$ cat config.mk
export PLATFORM = sky130hd
export DESIGN_NAME = ma_stage_flat
export DESIGN_NICKNAME = d
export VERILOG_FILES = /design/src/rtl/ma_stage_if.sv /design/src/rtl/ma_stage.sv /design/src/flat_wrapper.sv
export SDC_FILE = /design/constraint.sdc
export NUM_CORES = 1
export LEC_CHECK = 0
export CAP_MARGIN = 20
export CELL_PAD_IN_SITES_DETAIL_PLACEMENT = 2
export CELL_PAD_IN_SITES_GLOBAL_PLACEMENT = 2
export CORE_UTILIZATION = 23
export CTS_BUF_LIST = sky130_fd_sc_hd__clkbuf_4
export CTS_CLUSTER_SIZE = 14
export DETAILED_ROUTE_END_ITERATION = 7
export GPL_ROUTABILITY_DRIVEN = 0
export PLACE_DENSITY = 0.88
export RECOVER_POWER = 25
export SKIP_CTS_REPAIR_TIMING = 1
export SYNTH_ARGS = -nofsm -noshare
export SYNTH_HDL_FRONTEND = slang
export SYNTH_SLANG_ARGS = --single-unit
$ cat constraint.sdc
create_clock -name clka -period 2.8 [get_ports clka]
set_input_delay 0.42 -clock clka [delete_from_list [all_inputs] [get_ports clka]]
set_output_delay 0.42 -clock clka [all_outputs]
set_load 0.05 [all_outputs]
$ cat src/rtl/ma_stage_if.sv
// ma_stage_if: the ma_stage port bundle. It holds the EX/MA handshake, the
// DM data-memory port and the MA/RW handshake.
//   master : the memory-access stage. It drives in_ready, dm_* and out_*.
//   slave  : the surrounding pipeline and memory. It drives in_*, dm_douta
//            and out_ready.
// N is the DM word-address width.
interface ma_stage_if #(
    parameter int N = 7
) ();
    logic        in_valid;
    logic        in_ready;
    logic [31:0] in_pc;
    logic [31:0] in_alu;
    logic [31:0] in_op2;
    logic [3:0]  in_rd;
    logic        in_isLd;
    logic        in_isSt;
    logic        in_isWb;

    logic         dm_ena;
    logic         dm_wea;
    logic [N-1:0] dm_addra;
    logic [31:0]  dm_dina;
    logic [31:0]  dm_douta;

    logic        out_valid;
    logic        out_ready;
    logic [31:0] out_pc;
    logic [31:0] out_result;
    logic [3:0]  out_rd;
    logic        out_isWb;
    logic        out_fault;

    modport master (
        input  in_valid, in_pc, in_alu, in_op2, in_rd, in_isLd, in_isSt, in_isWb,
        output in_ready,
        output dm_ena, dm_wea, dm_addra, dm_dina,
        input  dm_douta,
        output out_valid, out_pc, out_result, out_rd, out_isWb, out_fault,
        input  out_ready
    );

    modport slave (
        output in_valid, in_pc, in_alu, in_op2, in_rd, in_isLd, in_isSt, in_isWb,
        input  in_ready,
        input  dm_ena, dm_wea, dm_addra, dm_dina,
        output dm_douta,
        input  out_valid, out_pc, out_result, out_rd, out_isWb, out_fault,
        output out_ready
    );
endinterface

$ cat src/rtl/ma_stage.sv
// ma_stage: the memory-access pipeline stage. It sits between the EX/MA
// register and the RW stage and holds one entry.
// It drives the DM port in the same cycle that it accepts an entry. The DM
// read is registered inside DM, so load data reaches out_result one edge
// after accept, at the same time as out_valid.
// Ports:
//   clka, rstn         clock and async active-low reset
//   flush              drops the held entry and blocks accept this cycle
//   bus (master)       EX/MA handshake, DM port, MA/RW handshake
//   ld_count/st_count  counts of accepted non-faulting loads and stores
module ma_stage #(
    parameter int N  = 7,
    parameter int CW = 16
) (
    input  logic          clka,
    input  logic          rstn,
    input  logic          flush,
    ma_stage_if.master    bus,
    output logic [CW-1:0] ld_count,
    output logic [CW-1:0] st_count
);
    logic          out_valid_q, out_valid_d;
    logic [31:0]   out_pc_q,    out_pc_d;
    logic [31:0]   out_alu_q,   out_alu_d;
    logic [3:0]    out_rd_q,    out_rd_d;
    logic          out_isWb_q,  out_isWb_d;
    logic          out_isLd_q,  out_isLd_d;
    logic          out_fault_q, out_fault_d;
    logic [CW-1:0] ld_count_q,  ld_count_d;
    logic [CW-1:0] st_count_q,  st_count_d;

    logic in_ready;
    logic accept;
    logic is_mem;
    logic fault;

    // rstn is included so that the stage reads not-ready while reset is held.
    assign in_ready = rstn & ~flush & (~out_valid_q | bus.out_ready);
    assign accept   = bus.in_valid & in_ready;
    assign is_mem   = bus.in_isLd | bus.in_isSt;
    assign fault    = is_mem & (bus.in_alu[31:N] != '0);

    assign bus.in_ready = in_ready;
    assign bus.dm_ena   = accept & is_mem & ~fault;
    assign bus.dm_wea   = accept & is_mem & ~fault & bus.in_isSt;
    assign bus.dm_addra = bus.in_alu[N-1:0];
    assign bus.dm_dina  = bus.in_op2;

    always_comb begin
        out_valid_d = out_valid_q;
        out_pc_d    = out_pc_q;
        out_alu_d   = out_alu_q;
        out_rd_d    = out_rd_q;
        out_isWb_d  = out_isWb_q;
        out_isLd_d  = out_isLd_q;
        out_fault_d = out_fault_q;
        if (flush) begin
            // A flush wins over a drain in the same cycle. Accept is already
            // blocked through in_ready.
            out_valid_d = 1'b0;
        end else if (accept) begin
            out_valid_d = 1'b1;
            out_pc_d    = bus.in_pc;
            out_alu_d   = bus.in_alu;
            out_rd_d    = bus.in_rd;
            // If both ld and st are set, the entry is treated as a store.
            out_isLd_d  = bus.in_isLd & ~bus.in_isSt;
            out_isWb_d  = bus.in_isWb & ~fault;
            out_fault_d = fault;
        end else if (out_valid_q & bus.out_ready) begin
            out_valid_d = 1'b0;
        end
    end

    always_comb begin
        ld_count_d = ld_count_q + {{(CW-1){1'b0}},
                     accept & bus.in_isLd & ~bus.in_isSt & ~fault};
        st_count_d = st_count_q + {{(CW-1){1'b0}},
                     accept & bus.in_isSt & ~fault};
    end

    always_ff @(posedge clka or negedge rstn) begin
        if (!rstn) begin
            out_valid_q <= 1'b0;
            out_pc_q    <= '0;
            out_alu_q   <= '0;
            out_rd_q    <= '0;
            out_isWb_q  <= 1'b0;
            out_isLd_q  <= 1'b0;
            out_fault_q <= 1'b0;
            ld_count_q  <= '0;
            st_count_q  <= '0;
        end else begin
            out_valid_q <= out_valid_d;
            out_pc_q    <= out_pc_d;
            out_alu_q   <= out_alu_d;
            out_rd_q    <= out_rd_d;
            out_isWb_q  <= out_isWb_d;
            out_isLd_q  <= out_isLd_d;
            out_fault_q <= out_fault_d;
            ld_count_q  <= ld_count_d;
            st_count_q  <= st_count_d;
        end
    end

    // dm_douta is only valid for a load. DM holds its output while the stage
    // holds the entry, so this stays stable under backpressure.
    assign bus.out_result = (out_isLd_q & ~out_fault_q) ? bus.dm_douta : out_alu_q;
    assign bus.out_valid  = out_valid_q;
    assign bus.out_pc     = out_pc_q;
    assign bus.out_rd     = out_rd_q;
    assign bus.out_isWb   = out_isWb_q;
    assign bus.out_fault  = out_fault_q;
    assign ld_count       = ld_count_q;
    assign st_count       = st_count_q;
endmodule

$ cat src/flat_wrapper.sv
// flat-port wrapper written by rule: the top's interface ports become plain ports
module ma_stage_flat 
#(
    parameter int N  = 7,
    parameter int CW = 16
)
  (clka, rstn, flush, ld_count, st_count, bus_in_valid, bus_in_pc, bus_in_alu, bus_in_op2, bus_in_rd, bus_in_isLd, bus_in_isSt, bus_in_isWb, bus_in_ready, bus_dm_ena, bus_dm_wea, bus_dm_addra, bus_dm_dina, bus_dm_douta, bus_out_valid, bus_out_pc, bus_out_result, bus_out_rd, bus_out_isWb, bus_out_fault, bus_out_ready);
  ma_stage_if #(.N(N)) bus_i ();
  input  logic clka;
  input  logic rstn;
  input  logic flush;
  output logic [CW-1:0] ld_count;
  output logic [CW-1:0] st_count;
  input wire logic [$bits(bus_i.in_valid)-1:0] bus_in_valid;
  input wire logic [$bits(bus_i.in_pc)-1:0] bus_in_pc;
  input wire logic [$bits(bus_i.in_alu)-1:0] bus_in_alu;
  input wire logic [$bits(bus_i.in_op2)-1:0] bus_in_op2;
  input wire logic [$bits(bus_i.in_rd)-1:0] bus_in_rd;
  input wire logic [$bits(bus_i.in_isLd)-1:0] bus_in_isLd;
  input wire logic [$bits(bus_i.in_isSt)-1:0] bus_in_isSt;
  input wire logic [$bits(bus_i.in_isWb)-1:0] bus_in_isWb;
  output wire logic [$bits(bus_i.in_ready)-1:0] bus_in_ready;
  output wire logic [$bits(bus_i.dm_ena)-1:0] bus_dm_ena;
  output wire logic [$bits(bus_i.dm_wea)-1:0] bus_dm_wea;
  output wire logic [$bits(bus_i.dm_addra)-1:0] bus_dm_addra;
  output wire logic [$bits(bus_i.dm_dina)-1:0] bus_dm_dina;
  input wire logic [$bits(bus_i.dm_douta)-1:0] bus_dm_douta;
  output wire logic [$bits(bus_i.out_valid)-1:0] bus_out_valid;
  output wire logic [$bits(bus_i.out_pc)-1:0] bus_out_pc;
  output wire logic [$bits(bus_i.out_result)-1:0] bus_out_result;
  output wire logic [$bits(bus_i.out_rd)-1:0] bus_out_rd;
  output wire logic [$bits(bus_i.out_isWb)-1:0] bus_out_isWb;
  output wire logic [$bits(bus_i.out_fault)-1:0] bus_out_fault;
  input wire logic [$bits(bus_i.out_ready)-1:0] bus_out_ready;
  assign bus_i.in_valid = bus_in_valid;
  assign bus_i.in_pc = bus_in_pc;
  assign bus_i.in_alu = bus_in_alu;
  assign bus_i.in_op2 = bus_in_op2;
  assign bus_i.in_rd = bus_in_rd;
  assign bus_i.in_isLd = bus_in_isLd;
  assign bus_i.in_isSt = bus_in_isSt;
  assign bus_i.in_isWb = bus_in_isWb;
  assign bus_in_ready = bus_i.in_ready;
  assign bus_dm_ena = bus_i.dm_ena;
  assign bus_dm_wea = bus_i.dm_wea;
  assign bus_dm_addra = bus_i.dm_addra;
  assign bus_dm_dina = bus_i.dm_dina;
  assign bus_i.dm_douta = bus_dm_douta;
  assign bus_out_valid = bus_i.out_valid;
  assign bus_out_pc = bus_i.out_pc;
  assign bus_out_result = bus_i.out_result;
  assign bus_out_rd = bus_i.out_rd;
  assign bus_out_isWb = bus_i.out_isWb;
  assign bus_out_fault = bus_i.out_fault;
  assign bus_i.out_ready = bus_out_ready;
  ma_stage #(.N(N), .CW(CW)) u_core (.clka(clka), .rstn(rstn), .flush(flush), .bus(bus_i), .ld_count(ld_count), .st_count(st_count));
endmodule
; ---- After elaboration in Yosys (flattened, before gate mapping)
; Cells that the tools add are included.
[word_totals]
register_bits = 104
in_bits = 140
[classes]
bitwise_logic = 23
reduce_logical = 3
n_mux = 4
addsub = 2
[ops]
columns = op, count
row1 = $add 16x1->16, 2
row2 = $mux 32, 1
row3 = $reduce_bool 25->1, 1
row4 = $and 1x1->1, 16
row5 = $not 1->1, 5
row6 = $mux 1, 3
row7 = $reduce_bool 3->1, 1
row8 = $or 1x1->1, 2
row9 = $reduce_and 2->1, 1

; ---- Depth between registers and ports, before layout
; Gate-level depths: netlist (run 1).
[depth]
depth_word = 8
mapped_depth = 11

; ---- Worst setup path after synthesis (run 1)
; Ideal clock, no wire load.
[synth_path]
kind = reg2out
startpoint = reg u_core.out_valid_q (netlist: u_core.bus.out_valid)
endpoint = out bus_dm_ena
setup_slack_ns = -0.371
n_path_buf = 2
required_ns = 2.380
stages_incl_launch_ff = 6
t_arrival_ns = 2.751
cell_sequence = dfrtp_1 > nand2b_2 > nand4b_2 > buf_6 > buf_2 > nor4_1
[synth_via]
elab_chain_cells = 6
[synth_rtl]
columns = item, line_no
row1 = start: declaration, ma_stage.sv:22  ; logic out_valid_q, out_valid_d;
row2 = start signal: assignment, ma_stage.sv:94  ; out_valid_q <= out_valid_d;
row3 = $not 1->1, ma_stage.sv:38  ; assign in_ready = rstn & ~flush & (~out_valid_q | bus.out_ready);
row4 = $or 1x1->1, ma_stage.sv:38
row5 = $and 1x1->1, ma_stage.sv:38
row6 = $and 1x1->1, ma_stage.sv:39  ; assign accept = bus.in_valid & in_ready;
row7 = $and 1x1->1 (2 in series), ma_stage.sv:44  ; assign bus.dm_ena = accept & is_mem & ~fault;
row8 = end: declaration, flat_wrapper.sv:23  ; output wire logic [$bits(bus_i.dm_ena)-1:0] bus_dm_ena;
; Every way passes these cells.

; ---- Worst setup path after layout (run 1)
[layout_path]
startpoint = in bus_in_alu[11]
endpoint = out bus_dm_wea
[layout_via]
elab_chain_cells = 5
[layout_rtl]
columns = item, line_no
row1 = start: declaration, flat_wrapper.sv:16  ; input wire logic [$bits(bus_i.in_alu)-1:0] bus_in_alu;
row2 = $reduce_bool 25->1, ma_stage.sv:41  ; assign fault = is_mem & (bus.in_alu[31:N] != '0);
row3 = $and 1x1->1, ma_stage.sv:41
row4 = $not 1->1, ma_stage.sv:45  ; assign bus.dm_wea = accept & is_mem & ~fault & bus.in_isSt;
row5 = $and 1x1->1 (2 in series), ma_stage.sv:45
row6 = end: declaration, flat_wrapper.sv:24  ; output wire logic [$bits(bus_i.dm_wea)-1:0] bus_dm_wea;
; Every way passes these cells.

==> metrics.md, run 1 <==
| Metric | Value |
|---|---|
| Post-route clock period utilization | `between 90% and 100%` |
| Gate power share | `41.2%` |
| Flops & latches, synth | `~100` |
| Share of cells above drive strength 1 | `31.4%` |
| Synth Area in Adders | `1.04%` |
| Final Max Slew Viols | `0` |
| CP Data Arrival Time | `roughly 2.2 ns` |
| Via count | `3531` |
| Synth unique cells | `32` |
| WP buf/inv | `4` |
| Mapped Cells | `around 360` |
| GRT Residual Overflow | `0` |
| Pint | `between 2 and 3 mW` |
| Drt via density | `4.26` |
| Initial antenna violation count | `2` |
| Area leader, netlist | `dfrtp_1` |
| Core area | `20400 um2` |
| Worst-skew pair later-pin latency | `0.47 ns` |
| Leak | `3.09 nW` |
| Ys Warns | `0` |
| Wire per inst | `18.2 um` |
| Most common cell on crit path | `buf_4` |
| H-Tree Depth | `3` |
| PD cells | `636 nW/um2` |
| Mux cell area share after synthesis | `23.6%` |
| Initial drt markers | `33` |
| CTS max path bufs | `2` |
| Final core occ | `35.7%` |
| Largest family of logic cells by synthesized area | `multiplexers` |
| Seq pwr share | `39.5%` |
| Post-route cell area | `approximately 7300 um2` |
| Sequential share of the synthesized area | `54.1%` |
| CTS tree | `built` |
| Fill count | `2108` |
| Initial DRT Pass Iterations | `3` |
| Mapped Area | `4810 um2` |
| Crit path capture type | `output pin` |
| Outcome | `finished, final reports clean` |
| WL final | `15100 um` |
| Layout Nets | `698` |
| Largest net degree at the start of global routing | `57` |
| Setup Skew | `0.0235 ns` |
| Total CTS buffers | `9` |
| Die area | `~22000 um2` |
| Sw Share | `38.9%` |
| Maxcap violations | `0` |
| Fmax | `378 MHz` |
| Worst Setup Start Kind | `input port` |
| Clock Tree Root | `clkbuf_4` |
| Most instantiated library cell after synthesis | `dfrtp_1` |
| Max incr delay on CP | `0.45 ns` |
| Worst-path cell chain | `clkdlybuf4s50_1 > nor4_2 > buf_4 > nand4_1 > nor2_1 > buf_4 > and4_1 > buf_12` |
| Port Buf Inserts | `220` |
| Final setup vio count | `0` |
| Max VDD drop | `0.352 mV` |
| Leading post-synthesis cells by cell area | `dfrtp_1 54%, mux2_2 23%, buf_4 6.5%` |
| Placed inst area | `7100 um2` |
| Rows | `52` |
| Top Ports | `285` |
| Vias in the first global route | `4211` |
| Slew headroom | `14.6%` |
| Complex-gate fraction of the synthesized area | `0.598%` |
| Area delta synth->final | `50.9%` |
| Fin crit period | `2.64 ns` |
| Switch Pwr | `1.80 mW` |
| Die X | `approximately 150 um` |
| Hpwl dp | `11900 um` |
| Worst-margin pin slew | `1.28 ns` |
| Most used DFF post-synth | `dfrtp_1` |
| Simple-Gate Fraction of Synth Area | `7.82%` |
| Residual DRC count | `0` |
| EDFF count, synth | `0` |
| Clock Sinks | `104` |
| Clock Pin Slew Worst Setup and Hold Paths | `between 0.15 and 0.2 ns` |
| Mean area per synthesized cell | `13.6 um2` |
| Clock share of power | `about a fifth` |
| CP max FO | `4` |
| Top cells by count, synth | `104 x dfrtp_1, 99 x mux2_2, 42 x buf_4` |
| Post-Synth XOR/XNOR Area | `5.09%` |
| Synthesized Nets | `499` |
| ANT nets after route | `0` |
| Crit path max-delay family | `buffers and inverters` |
| Hold Path Class | `in2async` |
| Crit path kind | `in2out` |
| Total GRT Usage | `14.4%` |
| Min Hold Slack | `0.462 ns` |
| Async SR Flop Fraction | `100%` |
| Yosys top cell area share | `54.1%` |
| First-pass GRT wire length | `23900 um` |
| Worst endpoint required time | `2.38 ns` |
| Hold Violations, Final | `0` |
| CP max stage cell | `clkdlybuf4s50_1` |
| Initial Util | `23.6%` |
| Die extent in y | `147 um` |
## power by group through the flow
| stage | clock network [mW] | registers, mW | logic [mW] |
|---|---|---|---|
| CTS | 0.940 | 1.83 | 1.93 |
| global placement | 0 | 1.84 | 1.87 |
| global route | 0.993 | 1.86 | 1.98 |
| floorplan | 0 | 2.22 | 0.937 |
| detailed placement | 0 | 1.86 | 1.92 |
| finish | 0.889 | 1.83 | 1.90 |
## kinds of logic (layout without fill, tap and decap cells)
| kind of cell | Yosys count | in the layout |
|---|---|---|
| muxes | 101 | 101 |
| xor gates and xnor gates | 28 | 28 |
| and+or+nand+nor | 61 | 61 |
| DFF | 104 | 104 |
| buffers and inverters | 53 | 256 |
| adders and majority gates | 4 | 4 |
| other | 0 | 1 |
| AOI/OAI and AO/OA | 4 | 4 |
## metal layers
metal | vias to the layer above | GRT usage [%] | part of all wire, %
met4 | 0 | 6.41 | 2.2
met5 | - | 0 | 0
met1 | 1764 | 14.7 | 36
met3 | 28 | 3.91 | 6.1
met2 | 139 | 27.2 | 56
li1 | 1600 | - | -
## layout by cell type (no fill, tap or decap), drive strengths merged, types with 2 or more instances in the layout
| master | instances |
|---|---|
| nor4 | 8 |
| clkdlybuf4s50 | 186 |
| and4 | 6 |
| bufinv | 2 |
| nand4 | 6 |
| xor2 | 7 |
| and2 | 2 |
| mux2 | 101 |
| ha | 4 |
| nand2 | 10 |
| xnor2 | 21 |
| nand3 | 14 |
| nand2b | 2 |
| buf | 51 |
| nor3 | 2 |
| nor2 | 5 |
| clkinv | 3 |
| dfrtp | 104 |
| and3 | 3 |
| clkbuf | 13 |
## final cells by class
| class | count | area, um2 | share of cell area (%) |
|---|---|---|---|
| diodes | 1 | 2.50 | 0.0344 |
| clock buffers | 10 | 75.1 | 1.03 |
| clock inverters | 5 | 82.6 | 1.14 |
| inverters | 1 | 3.75 | 0.0517 |
| multi-input cells | 198 | 1860 | 25.6 |
| flip-flops and latches | 104 | 2600 | 35.8 |
| well taps | 270 | 338 | 4.65 |
| repair buffers | 240 | 2300 | 31.6 |
## stage by stage
step	TNS [ns]	instances	setup slack [ns]	total power, mW
after floorplan	0	355	0.167	3.16
after global placement	-5.00	813	-0.390	3.71
after detailed placement	-4.81	813	-0.355	3.78
after CTS	0	828	0.0750	4.70
after global routing	-0.0264	829	-0.0241	4.83
final	0	829	0.157	4.62
## sequential cells by signal (all words and copies together) (netlist names)
| name | count |
|---|---|
| u_core.out_isLd_q | 1 |
| u_core.st_count | 16 |
| u_core.ld_count | 16 |
| u_core.bus.out_rd | 4 |
| u_core.bus.out_fault | 1 |
| u_core.bus.out_valid | 1 |
| u_core.bus.out_pc | 32 |
| u_core.out_alu_q | 32 |
| u_core.bus.out_isWb | 1 |
## worst register-to-register path: cells and delay by family (launching register included)
family | cells | cell delay (ns)
simple gates | 6 | 1.17
flops | 1 | 0.42
fa+ha+maj | 2 | 0.37
xor+xnor | 1 | 0.14
## final timing paths
check / start / endpoint / slack, ns / depth (start not counted)
worst max-delay path: bus_in_alu[11] / bus_dm_wea / 0.16 / 8
worst max register to register: u_core.bus.out_valid$_DFFE_PN0P_ / u_core.ld_count[12]$_DFF_PN0_ / 0.60 / 9
max in group asynchronous: rstn / u_core.st_count[4]$_DFF_PN0_ / 0.78 / 3
worst min register to register: u_core.ld_count[15]$_DFF_PN0_ / u_core.ld_count[15]$_DFF_PN0_ / 0.49 / 1
worst min-delay path: rstn / u_core.bus.out_pc[16]$_DFFE_PN0P_ / 0.46 / 2
min in group clka: u_core.ld_count[15]$_DFF_PN0_ / u_core.ld_count[15]$_DFF_PN0_ / 0.49 / 1
Power figures use the tool's default switching activity.
==> run 2: changes to the inputs <==
--- a/config.mk
+++ b/config.mk
@@ -12,10 +12,11 @@
 export CTS_BUF_LIST = sky130_fd_sc_hd__clkbuf_4
 export CTS_CLUSTER_SIZE = 14
 export DETAILED_ROUTE_END_ITERATION = 7
-export GPL_ROUTABILITY_DRIVEN = 0
+export GPL_ROUTABILITY_DRIVEN = 1
 export PLACE_DENSITY = 0.88
 export RECOVER_POWER = 25
 export SKIP_CTS_REPAIR_TIMING = 1
 export SYNTH_ARGS = -nofsm -noshare
 export SYNTH_HDL_FRONTEND = slang
 export SYNTH_SLANG_ARGS = --single-unit
+export TNS_END_PERCENT = 1
==> results of run 2 <==
Same layout as run 1: the final DEF is identical, and so are final timing and power.
